**config.mk**
```make
export PLATFORM = sky130hd
export DESIGN_NAME = regwrite_arbiter_flat
export DESIGN_NICKNAME = d
export VERILOG_FILES = /design/src/rtl/regwrite_arbiter_if.sv /design/src/rtl/regwrite_arbiter.sv /design/src/flat_wrapper.sv
export SDC_FILE = /design/constraint.sdc
export NUM_CORES = 1
export LEC_CHECK = 0
export ABC_CLOCK_PERIOD_IN_PS = 6700
export CORE_MARGIN = 5
export CORE_UTILIZATION = 55
export CTS_BUF_LIST = sky130_fd_sc_hd__clkbuf_4 sky130_fd_sc_hd__clkbuf_8
export CTS_CLUSTER_SIZE = 8
export DETAILED_ROUTE_END_ITERATION = 8
export PLACE_DENSITY = 0.95
export RECOVER_POWER = 100
export REMOVE_ABC_BUFFERS = 1
export SYNTH_ARGS = -nofsm -noshare
export SYNTH_HDL_FRONTEND = slang
export SYNTH_SLANG_ARGS = --single-unit
```
**constraint.sdc**
```tcl
create_clock -name clk -period 6.7 [get_ports clk]
set_input_delay 1.34 -clock clk [delete_from_list [all_inputs] [get_ports clk]]
set_output_delay 1.34 -clock clk [all_outputs]
set_load 0.03 [all_outputs]
```
**src/rtl/regwrite_arbiter_if.sv**
```systemverilog
// Bundle of the writeback, late-unit, scoreboard-query and regfile-write
// signals around the register-file write arbiter.
interface regwrite_arbiter_if #(
  parameter int FIFO_DEPTH = 2
);
  localparam int CW = $clog2(FIFO_DEPTH) + 1;

  logic          pipe_we;
  logic [4:0]    pipe_windex;
  logic [31:0]   pipe_win;
  logic          pipe_stall;
  logic          late_valid;
  logic          late_ready;
  logic [4:0]    late_index;
  logic [31:0]   late_data;
  logic          issue_valid;
  logic [4:0]    issue_index;
  logic          flush;
  logic [4:0]    query_a_index;
  logic [4:0]    query_b_index;
  logic          query_a_busy;
  logic          query_b_busy;
  logic [CW-1:0] fifo_count;
  logic          we;
  logic [4:0]    windex;
  logic [31:0]   win;

  // Pipeline / late unit / decode side
  modport master (
    output pipe_we, pipe_windex, pipe_win, late_valid, late_index, late_data,
           issue_valid, issue_index, flush, query_a_index, query_b_index,
    input  pipe_stall, late_ready, query_a_busy, query_b_busy, fifo_count,
           we, windex, win
  );

  // Arbiter side
  modport slave (
    input  pipe_we, pipe_windex, pipe_win, late_valid, late_index, late_data,
           issue_valid, issue_index, flush, query_a_index, query_b_index,
    output pipe_stall, late_ready, query_a_busy, query_b_busy, fifo_count,
           we, windex, win
  );
endinterface

```
**src/rtl/regwrite_arbiter.sv**
```systemverilog
// Shares the regfile write port between in-order writeback and an
// out-of-order late unit. Late results wait in a small FIFO; a pending
// scoreboard answers decode hazard queries; a starved FIFO head steals
// the slot by stalling the pipeline.
module regwrite_arbiter #(
  parameter int FIFO_DEPTH   = 2,
  parameter int STARVE_LIMIT = 4
) (
  input logic               clk,
  input logic               rst,
  regwrite_arbiter_if.slave bus
);
  localparam int PW = (FIFO_DEPTH > 1) ? $clog2(FIFO_DEPTH) : 1;
  localparam int CW = $clog2(FIFO_DEPTH) + 1;
  localparam int WW = $clog2(STARVE_LIMIT + 1);

  logic [4:0]    idx_mem_q [FIFO_DEPTH];
  logic [31:0]   dat_mem_q [FIFO_DEPTH];
  logic [PW-1:0] rd_ptr_q, rd_ptr_d, wr_ptr_q, wr_ptr_d;
  logic [CW-1:0] count_q, count_d;
  logic [WW-1:0] wait_q, wait_d;
  logic [31:0]   pending_q, pending_d;
  logic [31:0]   set_mask, clr_mask;
  logic          nonempty, push, pop, stall;
  logic [4:0]    head_idx;
  logic [31:0]   head_dat;

  assign nonempty = (count_q != '0);
  assign head_idx = idx_mem_q[rd_ptr_q];
  assign head_dat = dat_mem_q[rd_ptr_q];

  // Stall is purely registered state gated by flush, so it never depends on pipe_we.
  assign stall          = !rst && !bus.flush && nonempty && (wait_q == WW'(STARVE_LIMIT));
  assign bus.pipe_stall = stall;
  assign bus.late_ready = !rst && !bus.flush && (count_q < CW'(FIFO_DEPTH));
  assign push           = bus.late_valid && bus.late_ready;
  // Head owns the port when it forces a stall or the pipeline leaves the slot idle.
  assign pop            = !rst && !bus.flush && nonempty && (stall || !bus.pipe_we);

  assign bus.fifo_count   = count_q;
  assign bus.query_a_busy = !rst && pending_q[bus.query_a_index];
  assign bus.query_b_busy = !rst && pending_q[bus.query_b_index];

  // Regfile write port mux; index-0 entries drain without writing.
  always_comb begin
    bus.we     = 1'b0;
    bus.windex = bus.pipe_windex;
    bus.win    = bus.pipe_win;
    if (pop) begin
      bus.windex = head_idx;
      bus.win    = head_dat;
      bus.we     = (head_idx != 5'd0);
    end else if (bus.pipe_we && !rst) begin
      bus.we = (bus.pipe_windex != 5'd0);
    end
  end

  // Next-state for pointers, occupancy, starvation timer and scoreboard.
  always_comb begin
    set_mask = '0;
    clr_mask = '0;
    if (bus.issue_valid && (bus.issue_index != 5'd0))
      set_mask = 32'h1 << bus.issue_index;
    if (pop && (head_idx != 5'd0))
      clr_mask = 32'h1 << head_idx;

    rd_ptr_d  = rd_ptr_q + PW'(pop);
    wr_ptr_d  = wr_ptr_q + PW'(push);
    count_d   = count_q + CW'(push) - CW'(pop);
    pending_d = (pending_q & ~clr_mask) | set_mask;

    if (!nonempty || pop)
      wait_d = '0;
    else if (wait_q != WW'(STARVE_LIMIT))
      wait_d = wait_q + WW'(1);
    else
      wait_d = wait_q;

    if (bus.flush) begin
      rd_ptr_d  = '0;
      wr_ptr_d  = '0;
      count_d   = '0;
      pending_d = '0;
      wait_d    = '0;
    end
    pending_d[0] = 1'b0;
  end

  // Control state registers.
  always_ff @(posedge clk or posedge rst) begin
    if (rst) begin
      rd_ptr_q  <= '0;
      wr_ptr_q  <= '0;
      count_q   <= '0;
      wait_q    <= '0;
      pending_q <= '0;
    end else begin
      rd_ptr_q  <= rd_ptr_d;
      wr_ptr_q  <= wr_ptr_d;
      count_q   <= count_d;
      wait_q    <= wait_d;
      pending_q <= pending_d;
    end
  end

  // FIFO payload storage; contents are only meaningful below count_q.
  always_ff @(posedge clk) begin
    if (push) begin
      idx_mem_q[wr_ptr_q] <= bus.late_index;
      dat_mem_q[wr_ptr_q] <= bus.late_data;
    end
  end
endmodule

```
**src/flat_wrapper.sv**
```systemverilog
// flat-port wrapper written by rule: the top's interface ports become plain ports
module regwrite_arbiter_flat 
#(
  parameter int FIFO_DEPTH   = 2,
  parameter int STARVE_LIMIT = 4
)
  (clk, rst, bus_pipe_we, bus_pipe_windex, bus_pipe_win, bus_late_valid, bus_late_index, bus_late_data, bus_issue_valid, bus_issue_index, bus_flush, bus_query_a_index, bus_query_b_index, bus_pipe_stall, bus_late_ready, bus_query_a_busy, bus_query_b_busy, bus_fifo_count, bus_we, bus_windex, bus_win);
  regwrite_arbiter_if #(.FIFO_DEPTH(FIFO_DEPTH)) bus_i ();
  input logic clk;
  input logic rst;
  input wire logic [$bits(bus_i.pipe_we)-1:0] bus_pipe_we;
  input wire logic [$bits(bus_i.pipe_windex)-1:0] bus_pipe_windex;
  input wire logic [$bits(bus_i.pipe_win)-1:0] bus_pipe_win;
  input wire logic [$bits(bus_i.late_valid)-1:0] bus_late_valid;
  input wire logic [$bits(bus_i.late_index)-1:0] bus_late_index;
  input wire logic [$bits(bus_i.late_data)-1:0] bus_late_data;
  input wire logic [$bits(bus_i.issue_valid)-1:0] bus_issue_valid;
  input wire logic [$bits(bus_i.issue_index)-1:0] bus_issue_index;
  input wire logic [$bits(bus_i.flush)-1:0] bus_flush;
  input wire logic [$bits(bus_i.query_a_index)-1:0] bus_query_a_index;
  input wire logic [$bits(bus_i.query_b_index)-1:0] bus_query_b_index;
  output wire logic [$bits(bus_i.pipe_stall)-1:0] bus_pipe_stall;
  output wire logic [$bits(bus_i.late_ready)-1:0] bus_late_ready;
  output wire logic [$bits(bus_i.query_a_busy)-1:0] bus_query_a_busy;
  output wire logic [$bits(bus_i.query_b_busy)-1:0] bus_query_b_busy;
  output wire logic [$bits(bus_i.fifo_count)-1:0] bus_fifo_count;
  output wire logic [$bits(bus_i.we)-1:0] bus_we;
  output wire logic [$bits(bus_i.windex)-1:0] bus_windex;
  output wire logic [$bits(bus_i.win)-1:0] bus_win;
  assign bus_i.pipe_we = bus_pipe_we;
  assign bus_i.pipe_windex = bus_pipe_windex;
  assign bus_i.pipe_win = bus_pipe_win;
  assign bus_i.late_valid = bus_late_valid;
  assign bus_i.late_index = bus_late_index;
  assign bus_i.late_data = bus_late_data;
  assign bus_i.issue_valid = bus_issue_valid;
  assign bus_i.issue_index = bus_issue_index;
  assign bus_i.flush = bus_flush;
  assign bus_i.query_a_index = bus_query_a_index;
  assign bus_i.query_b_index = bus_query_b_index;
  assign bus_pipe_stall = bus_i.pipe_stall;
  assign bus_late_ready = bus_i.late_ready;
  assign bus_query_a_busy = bus_i.query_a_busy;
  assign bus_query_b_busy = bus_i.query_b_busy;
  assign bus_fifo_count = bus_i.fifo_count;
  assign bus_we = bus_i.we;
  assign bus_windex = bus_i.windex;
  assign bus_win = bus_i.win;
  regwrite_arbiter #(.FIFO_DEPTH(FIFO_DEPTH), .STARVE_LIMIT(STARVE_LIMIT)) u_core (.clk(clk), .rst(rst), .bus(bus_i));
endmodule
```
==> flow_metrics.py, run 1 <==
metrics = {
    "outcome": {
        "status": "finished with violations",
        "violations": "capacitance limit, slew limit",
    },
    "timing": {
        "slew_viol_final": 115,
        "setup_viol": 0,
        "max_freq_ghz": 0.178,
        "rsz0062_at_grt": "false",
        "fin_crit_ps": 5610,
        "hold_viol_final": 0,
        "worst_pin_slew_ps": 2000,
        "skew_ps": 4.90,
        "timing.max_slew.rel_slack": -0.334,
        "period_share": 0.838,
        "layout_setup_ws_ps": 1090,
        "tns_ps": 0,
    },
    "floorplanning": {
        "core_sq_um": 9680,
        "die_area_sq_um": 12000,
        "die_y_um": 109,
        "ios": 139,
        "initial_core_util": 0.560,
        "die_w_um": 109,
        "fp-row-count": 36,
    },
    "synthesis": {
        "yosysSeqAreaShare": 0.585,
        "syn-cell-area_sq_um": 5430,
        "synth_edf_count": 74,
        "synth_area_per_cell_sq_um": 11.4,
        "synthArstFlopShare": 0.339,
        "synth_cell_type_count": 38,
        "syn_inst": 476,
        "ys_seq_elements": 112,
        "yosys_warnings": 0,
        "synth_flop_cell": "edfxtp_1",
    },
    "final_layout": {
        "layout_commonest_cell": "dlygate4sd3_1",
        "drive_gt1_frac": 0.0622,
        "seqCellArea_sq_um": 3170,
        "nFillCells": 626,
        "nets": 707,
        "layout_common_cells": "83 x dlygate4sd3_1, 74 x edfxtp_1, 71 x a21oi_1, 55 x clkdlybuf4s50_1, 53 x nor2_1",
        "syn2layout_area_growth_pct": 30.2,
        "fin_area_sq_um": 7070,
        "multi_input_area_sq_um": 2100,
    },
    "route": {
        "vias": 4384,
        "drc": 0,
        "finalWirelength_mm": 14.8,
        "detail-route-antenna-nets": 0,
        "drt-initial-drc-count": 286,
        "drt_pass1_iterations": 6,
        "via_per_inst": 5.88,
        "wl_per_cell_um": 19.9,
    },
    "critical_path": {
        "crit_fanout": 42,
        "cp-start-kind": "input pin",
        "r2r_slack_ps": 3900,
        "max_stage_delay_ps": 780,
        "crit_chain": "dlygate4sd3_1 -> a2111oi_0 -> buf_4 -> nor2_1 -> a21oi_1 -> dlygate4sd3_1",
        "slowest_stage": "dlygate4sd3_1",
        "crit_buf_inv": 3,
        "path_class": "in -> out",
        "cp_common_cell": "dlygate4sd3_1",
        "cp_data_arrival_time_ps": 4270,
        "cp_top_family": "buffers and inverters",
        "cp-end-kind": "output port",
        "crit_required_ps": 5360,
    },
    "min_path": {
        "worstHoldPathType": "reg -> reg",
    },
    "global_route": {
        "global_route.peak_usage_layer": "met2",
        "grt_use_met3": 0.0722,
        "grt_pass1_wl_mm": 23.3,
        "grtUsageMet1": 0.319,
        "grt_max_degree": 43,
        "grt_pass1_vias": 4567,
        "antenna_found_initial": 2,
        "overflow": 0,
        "grt_use_met2": 0.446,
        "track_usage": 0.259,
    },
    "clock_network": {
        "ctsHoldBuffers": 0,
        "ctsRootBufferMaster": "clkbuf_8",
        "h-tree-depth": 3,
        "cts_sinks": 112,
        "worstSkewPairLatency_ps": 370,
        "post_cts.repair.setup_buffers": 0,
        "path_clk_slew_ps": 100,
        "cts_buffers": 9,
        "cts.repair.resized": 0,
        "clockBufferDepth": 2,
        "tritoncts": "yes",
    },
    "placed_design": {
        "dp_hpwl_mm": 11.2,
        "placed_area_sq_um": 6920,
        "dpl_worst_slack_ps": 1430,
        "routabilityCongestion": 0.910,
        "io_buffers": 138,
    },
    "job": {
        "cap_violations": 3,
    },
    "pwr": {
        "power_per_cell_area_nw_per_um2": 189,
        "vdd_drop_max_uv": 145,
        "power_leakage_nw": 2.54,
    },
}
-- kinds of logic after synthesis --
logic type / share of synthesized area
XOR/XNOR: 0.00646
adder cells (fa/ha/maj): 0.0138
AO/OA/AOI/OAI: 0.117
flip-flops: 0.585
buffers and inverters: 0.0249
AND/OR/NAND/NOR: 0.116
multiplexers: 0.137
-- routing by layer --
| metal | wire (um) | share of wire |
|---|---|---|
| met1 | 5660 | 0.38 |
| met2 | 7500 | 0.51 |
| met3 | 1380 | 0.093 |
| met4 | 275 | 0.019 |
| met5 | 0 | 0 |
-- final timing paths --
check / cells past startpoint / to / from
setup reg to reg: 9 / u_core.bus.fifo_count[0] / u_core.wait_q[0]
max in group asynchronous: 3 / u_core.rd_ptr_q / rst
hold / removal: 2 / u_core.pending_q[10] / u_core.pending_q[10]
setup / recovery: 6 / bus_win[8] / bus_flush
hold reg to reg: 2 / u_core.pending_q[10] / u_core.pending_q[10]
min in group asynchronous: 3 / u_core.bus.fifo_count[0] / rst
-- worst reg2reg max path, cell delays in order, from the launching register on --
cell and delay [ps]:
dfrtp_1 420, inv_1 70, ha_1 190, nand2_1 140
a2111oi_0 630, buf_4 480, ha_1 310, inv_1 70
ha_1 230, nor2b_1 130
-- cell type report --
cell class / instances / share of cell area
Multi-Input combinational cell: 330 / 0.297
Sequential cell: 112 / 0.449
Inverter: 10 / 0.00531
Clock inverter: 7 / 0.00655
Timing Repair Buffer: 143 / 0.200
Tap cell: 133 / 0.0235
Antenna cell: 2 / 0.000708
Clock buffer: 9 / 0.0175
-- synthesized netlist by cell type, types with 2 or more instances --
library cell / number / area (sq um)
dfrtp_1: 38 / 951
nor3_1: 4 / 20.0
edfxtp_1: 74 / 2220
ha_1: 6 / 75.1
a21oi_1: 71 / 355
o31ai_1: 2 / 15.0
nand3b_1: 4 / 30.0
and3_1: 4 / 25.0
nand3_1: 7 / 35.0
nand4_1: 2 / 12.5
nand2b_1: 2 / 12.5
o21ai_1: 4 / 20.0
nand2_1: 51 / 191
nor2_1: 53 / 199
o21ai_0: 30 / 150
buf_1: 4 / 15.0
clkbuf_1: 14 / 52.6
xnor2_1: 3 / 26.3
a31oi_1: 3 / 18.8
nor2b_1: 6 / 37.5
mux4_2: 10 / 225
inv_1: 10 / 37.5
mux2i_1: 44 / 440
nor3b_1: 4 / 30.0
buf_2: 6 / 30.0
a221oi_1: 2 / 17.5
mux2_2: 7 / 78.8
-- registers in the layout, summed over array words and instances, names as in the netlist --
name,cells
u_core.rd_ptr_q,1
u_core.wait_q,3
u_core.dat_mem_q,64
u_core.bus.fifo_count,2
u_core.idx_mem_q,10
u_core.pending_q,31
u_core.wr_ptr_q,1
-- power breakdown --
part	switching (mW)	leakage [nW]	internal, mW
sequential	0.00741	1.20	0.754
clock	0.225	0.0814	0.135
combinational	0.118	1.26	0.0970
-- stage by stage --
| stage | total power [mW] | instances | hold slack (ps) | utilization |
|---|---|---|---|---|
| 3_3_place_gp | 0.995 | 728 | 539 | 0.715 |
| 2_1_floorplan | 0.873 | 452 | 519 | - |
| 4_1_cts | 1.35 | 744 | 572 | 0.732 |
| 5_1_grt | 1.39 | 746 | 595 | 0.730 |
| 3_5_place_dp | 1.00 | 728 | 559 | 0.715 |
| 6_report | 1.34 | 746 | 571 | 0.730 |
Note: power is estimated with default switching activity, not from simulation.
==> run 2, diff against run 1 <==
ABC_CLOCK_PERIOD_IN_PS = 4500   (was 6700)
CORE_UTILIZATION = 46   (was 55)
PLACE_DENSITY = 0.89   (was 0.95)
clock period = 4.5 ns   (was 6.7 ns; I/O delays follow)
==> flow_metrics.py, run 2 (synthesis gave the netlist of run 1 again) <==
metrics = {
    "outcome": {
        "status": "finished with violations",
        "violations": "capacitance limit, slew limit",
    },
    "timing": {
        "rsz0062_at_grt": "false",
        "skew_ps": 10.9,
        "tns_ps": 0,
        "layout_setup_ws_ps": 269,
        "worst_pin_slew_ps": 2040,
        "fin_crit_ps": 4230,
        "max_freq_ghz": 0.236,
        "period_share": 0.940,
        "slew_viol_final": 115,
        "timing.max_slew.rel_slack": -0.357,
        "holdWs_ps": 580,
        "hold_viol_final": 0,
        "setup_viol": 0,
    },
    "final_layout": {
        "drive_gt1_frac": 0.0909,
        "reg.largest.list": "u_core.dat_mem_q: 64 flops, u_core.pending_q: 31 flops, u_core.idx_mem_q: 10 flops",
        "fin_cells": 763,
        "nets": 712,
        "fin_area_sq_um": 6990,
        "nFillCells": 926,
        "syn2layout_area_growth_pct": 28.7,
        "layout_commonest_cell": "edfxtp_1",
        "layout_common_cells": "74 x edfxtp_1, 71 x a21oi_1, 56 x clkdlybuf4s50_1, 53 x nor2_1, 51 x nand2_1",
        "largest_register": "u_core.dat_mem_q",
        "finish.utilization": 0.607,
        "largest_reg_flops": 64,
    },
    "route": {
        "drt-initial-drc-count": 312,
        "drc": 0,
        "finalWirelength_mm": 13.8,
        "wl_per_cell_um": 18.2,
        "vias": 4254,
        "detail-route-antenna-nets": 0,
        "via_per_inst": 5.58,
        "drt_pass1_iterations": 4,
    },
    "job": {
        "cap_violations": 3,
    },
    "clock_network": {
        "cts.repair.resized": 0,
        "post_cts.repair.setup_buffers": 0,
        "h-tree-depth": 3,
        "clockBufferDepth": 2,
        "ctsRootBufferMaster": "clkbuf_8",
        "worstSkewPairLatency_ps": 360,
        "cts_buffers": 9,
        "cts_sinks": 112,
        "tritoncts": "yes",
        "ctsHoldBuffers": 0,
        "path_clk_slew_ps": 100,
    },
    "critical_path": {
        "cp_data_arrival_time_ps": 3330,
        "cp-end-kind": "output port",
        "path_class": "in -> out",
        "cp-start-kind": "input pin",
        "r2r-start": "u_core.bus.fifo_count[1]",
        "r2r_slack_ps": 1740,
        "r2r_end": "u_core.dat_mem_q[0][6]",
        "max_stage_delay_ps": 680,
        "crit_chain": "clkdlybuf4s50_1 -> mux4_2 -> mux2_2 -> a21oi_1 -> o31ai_1 -> and3_1 -> dlygate4sd3_1",
        "r2r_cells": 3,
        "slowest_stage": "dlygate4sd3_1",
        "crit_required_ps": 3600,
        "crit_fanout": 3,
    },
    "placed_design": {
        "dp.cells": 743,
        "io_buffers": 138,
        "routabilityCongestion": 0.954,
        "placed_area_sq_um": 6930,
        "dp_hpwl_mm": 10.6,
        "dpl_worst_slack_ps": 368,
    },
    "global_route": {
        "overflow": 0,
        "track_usage": 0.194,
        "antenna_found_initial": 6,
        "grt_pass1_wl_mm": 22.1,
        "grt_pass1_vias": 4348,
        "grt_max_degree": 39,
    },
    "min_path": {
        "worstHoldPathType": "reg -> reg",
        "hold_path_startpoint": "u_core.pending_q[26]",
        "hold_path_depth": 2,
        "worst_hold_path.endpoint": "u_core.pending_q[26]",
    },
    "floorplanning": {
        "die_w_um": 119,
        "initial_core_util": 0.471,
        "core_sq_um": 11500,
        "ios": 139,
        "die_y_um": 119,
        "die_area_sq_um": 14100,
        "fp-row-count": 39,
    },
    "pwr": {
        "vdd_drop_max_uv": 185,
        "design_power_total_mw": 2.08,
        "power_leakage_nw": 2.52,
        "power_per_cell_area_nw_per_um2": 298,
    },
}
-- run 2: report_power, final --
group          total (mW)  internal, mW  switching (mW)  leakage, nW
combinational       0.304         0.131           0.173         1.22
clock               0.644         0.314           0.330        0.105
sequential           1.13          1.12          0.0106         1.20
total                2.08          1.57           0.513         2.52
-- run 2: worst max path at each step --
stage / depth (start not counted) / startpoint / end / slack, ps
after floorplan: 2 / bus_flush / bus_windex[1] / -190
after global placement: 7 / bus_query_a_index[1] / bus_query_a_busy / 420
after detailed placement: 7 / bus_query_a_index[1] / bus_query_a_busy / 370
after CTS: 7 / bus_query_a_index[1] / bus_query_a_busy / 360
after global routing: 7 / bus_flush / bus_win[30] / 140
final: 7 / bus_query_a_index[1] / bus_query_a_busy / 270
-- run 2: area by class of cell --
type / count / area (sq um) / area share
antenna: 4 / 10.0 / 0.00143
clock buffer: 9 / 124 / 0.0177
clock inverter: 7 / 92.6 / 0.0133
inverter: 10 / 37.5 / 0.00537
multi-input combinational: 330 / 2120 / 0.303
sequential: 112 / 3170 / 0.454
tap: 143 / 179 / 0.0256
timing repair buffer: 148 / 1250 / 0.179
-- run 2: worst max-delay path, delay by kind of cell --
kind,cells,cell delay [ps]
buffers and inverters,2,1240
muxes,2,800
AOI/OAI and AO/OA,2,230
and+or+nand+nor,1,150
-- run 2: routing by layer --
metal / GRT usage / up-vias / part of all wire
li1: - / 2016 / -
met1: 0.257 / 2018 / 0.42
met3: 0.0568 / 17 / 0.092
met4: 0.0637 / 4 / 0.017
met5: 0 / - / 0.0015
met2: 0.310 / 199 / 0.47
==> run 3, diff against run 2 <==
PLACE_DENSITY = 0.87   (was 0.89)
TNS_END_PERCENT = 50   (was unset)
==> flow_metrics.py, run 3 (synthesis gave the netlist of run 1 again) <==
metrics = {
    "timing": {
        "worst_pin_slew_ps": 2080,
        "period_share": 0.938,
        "timing.max_slew.rel_slack": -0.384,
        "rsz0062_at_grt": "false",
        "setup_viol": 0,
        "holdWs_ps": 576,
        "skew_ps": 14.7,
        "slew_viol_final": 77,
        "tns_ps": 0,
        "fin_crit_ps": 4220,
        "hold_viol_final": 0,
        "max_freq_ghz": 0.237,
    },
    "clock_network": {
        "cts.repair.resized": 0,
        "cts_sinks": 112,
        "h-tree-depth": 3,
        "ctsRootBufferMaster": "clkbuf_8",
        "ctsHoldBuffers": 0,
        "clockBufferDepth": 2,
        "worstSkewPairLatency_ps": 360,
        "path_clk_slew_ps": 100,
        "tritoncts": "yes",
        "cts_buffers": 9,
        "post_cts.repair.setup_buffers": 0,
    },
    "final_layout": {
        "reg.largest.list": "u_core.dat_mem_q: 64 flops, u_core.pending_q: 31 flops, u_core.idx_mem_q: 10 flops",
        "layout_common_cells": "74 x edfxtp_1, 71 x a21oi_1, 56 x clkdlybuf4s50_1, 53 x nor2_1, 51 x nand2_1",
        "nFillCells": 948,
        "seqCellArea_sq_um": 3170,
        "nets": 718,
        "drive_gt1_frac": 0.0932,
        "largest_register": "u_core.dat_mem_q",
        "layout_commonest_cell": "edfxtp_1",
        "largest_reg_flops": 64,
        "multi_input_area_sq_um": 2120,
        "syn2layout_area_growth_pct": 29.9,
    },
    "min_path": {
        "worstHoldPathType": "reg -> reg",
        "hold_path_depth": 2,
    },
    "route": {
        "finalWirelength_mm": 14.4,
        "detail-route-antenna-nets": 0,
        "drt_pass1_iterations": 5,
        "via_per_inst": 5.56,
        "vias": 4275,
        "drc": 0,
        "drt-initial-drc-count": 285,
        "wl_per_cell_um": 18.8,
    },
    "critical_path": {
        "path_class": "in -> out",
        "cp-start-kind": "input pin",
        "crit_end": "bus_query_a_busy",
        "worstSetupStartpoint": "bus_query_a_index[1]",
        "cp_data_arrival_time_ps": 3320,
        "r2r_cells": 4,
        "r2r_end": "u_core.dat_mem_q[0][20]",
        "crit_required_ps": 3600,
        "cp-end-kind": "output port",
        "crit_fanout": 3,
        "r2r-start": "u_core.bus.fifo_count[1]",
        "r2r_slack_ps": 1520,
    },
    "global_route": {
        "overflow": 0,
        "grt_pass1_vias": 4338,
        "grt_pass1_wl_mm": 22.8,
        "grtUsageMet1": 0.259,
        "antenna_found_initial": 4,
        "track_usage": 0.203,
        "grt_use_met3": 0.0592,
        "global_route.peak_usage_layer": "met2",
        "grt_use_met2": 0.341,
        "grt_max_degree": 39,
    },
    "floorplanning": {
        "fp-row-count": 39,
        "die_y_um": 119,
        "die_w_um": 119,
        "core_sq_um": 11500,
        "die_area_sq_um": 14100,
        "ios": 139,
        "initial_core_util": 0.471,
    },
    "placed_design": {
        "io_buffers": 138,
        "routabilityCongestion": 0.928,
        "dp_hpwl_mm": 11.1,
    },
    "pwr": {
        "vdd_drop_max_uv": 184,
        "power_per_cell_area_nw_per_um2": 296,
        "power_leakage_nw": 2.55,
    },
    "outcome": {
        "status": "finished with violations",
        "violations": "capacitance limit, slew limit",
    },
    "job": {
        "cap_violations": 2,
    },
}
[run 3: critical path: stages]
cell             delay [ps]
clkdlybuf4s50_1         560
mux4_2                  520
mux2_2                  270
a21oi_1                 150
o31ai_1                  90
and3_1                  150
dlygate4sd3_1           680
[run 3: through the flow]
stage	util	cells	total power [mW]	instance area [sq um]	setup WS (ps)
after global routing	0.612	769	2.17	7050	159
final	0.612	769	2.09	7050	278
after detailed placement	0.605	749	1.49	6970	392
after CTS	0.623	765	2.12	7180	387
after global placement	0.605	749	1.48	6970	407
after floorplan	-	452	1.30	5330	-190
[run 3: metal layers]
metal / share of wire / routed length, um / vias to the layer above
li1: - / - / 2024
met1: 0.41 / 5890 / 2037
met2: 0.49 / 7030 / 200
met3: 0.091 / 1320 / 14
met4: 0.013 / 191 / 0
met5: 0 / 0 / -
[run 3: how the worst min path moves through the flow]
stage | start | to
after global routing | u_core.pending_q[25] | u_core.pending_q[25]
after CTS | u_core.pending_q[25] | u_core.pending_q[25]
after global placement | u_core.pending_q[25] | u_core.pending_q[25]
final | u_core.pending_q[25] | u_core.pending_q[25]
after detailed placement | u_core.pending_q[25] | u_core.pending_q[25]
after floorplan | u_core.pending_q[3] | u_core.pending_q[3]
[run 3: cell type report]
class,instances,area share
flip-flops and latches,112,0.450
multi-input cells,330,0.301
repair buffers,154,0.187
well taps,143,0.0254
clock buffers,10,0.0186
clock inverters,6,0.0115
inverters,10,0.00532
diodes,4,0.00142
[run 3: where the power goes]
group	total [mW]	internal, mW	switching [mW]
combinational	0.313	0.136	0.177
clock	0.646	0.317	0.328
sequential	1.13	1.12	0.00952
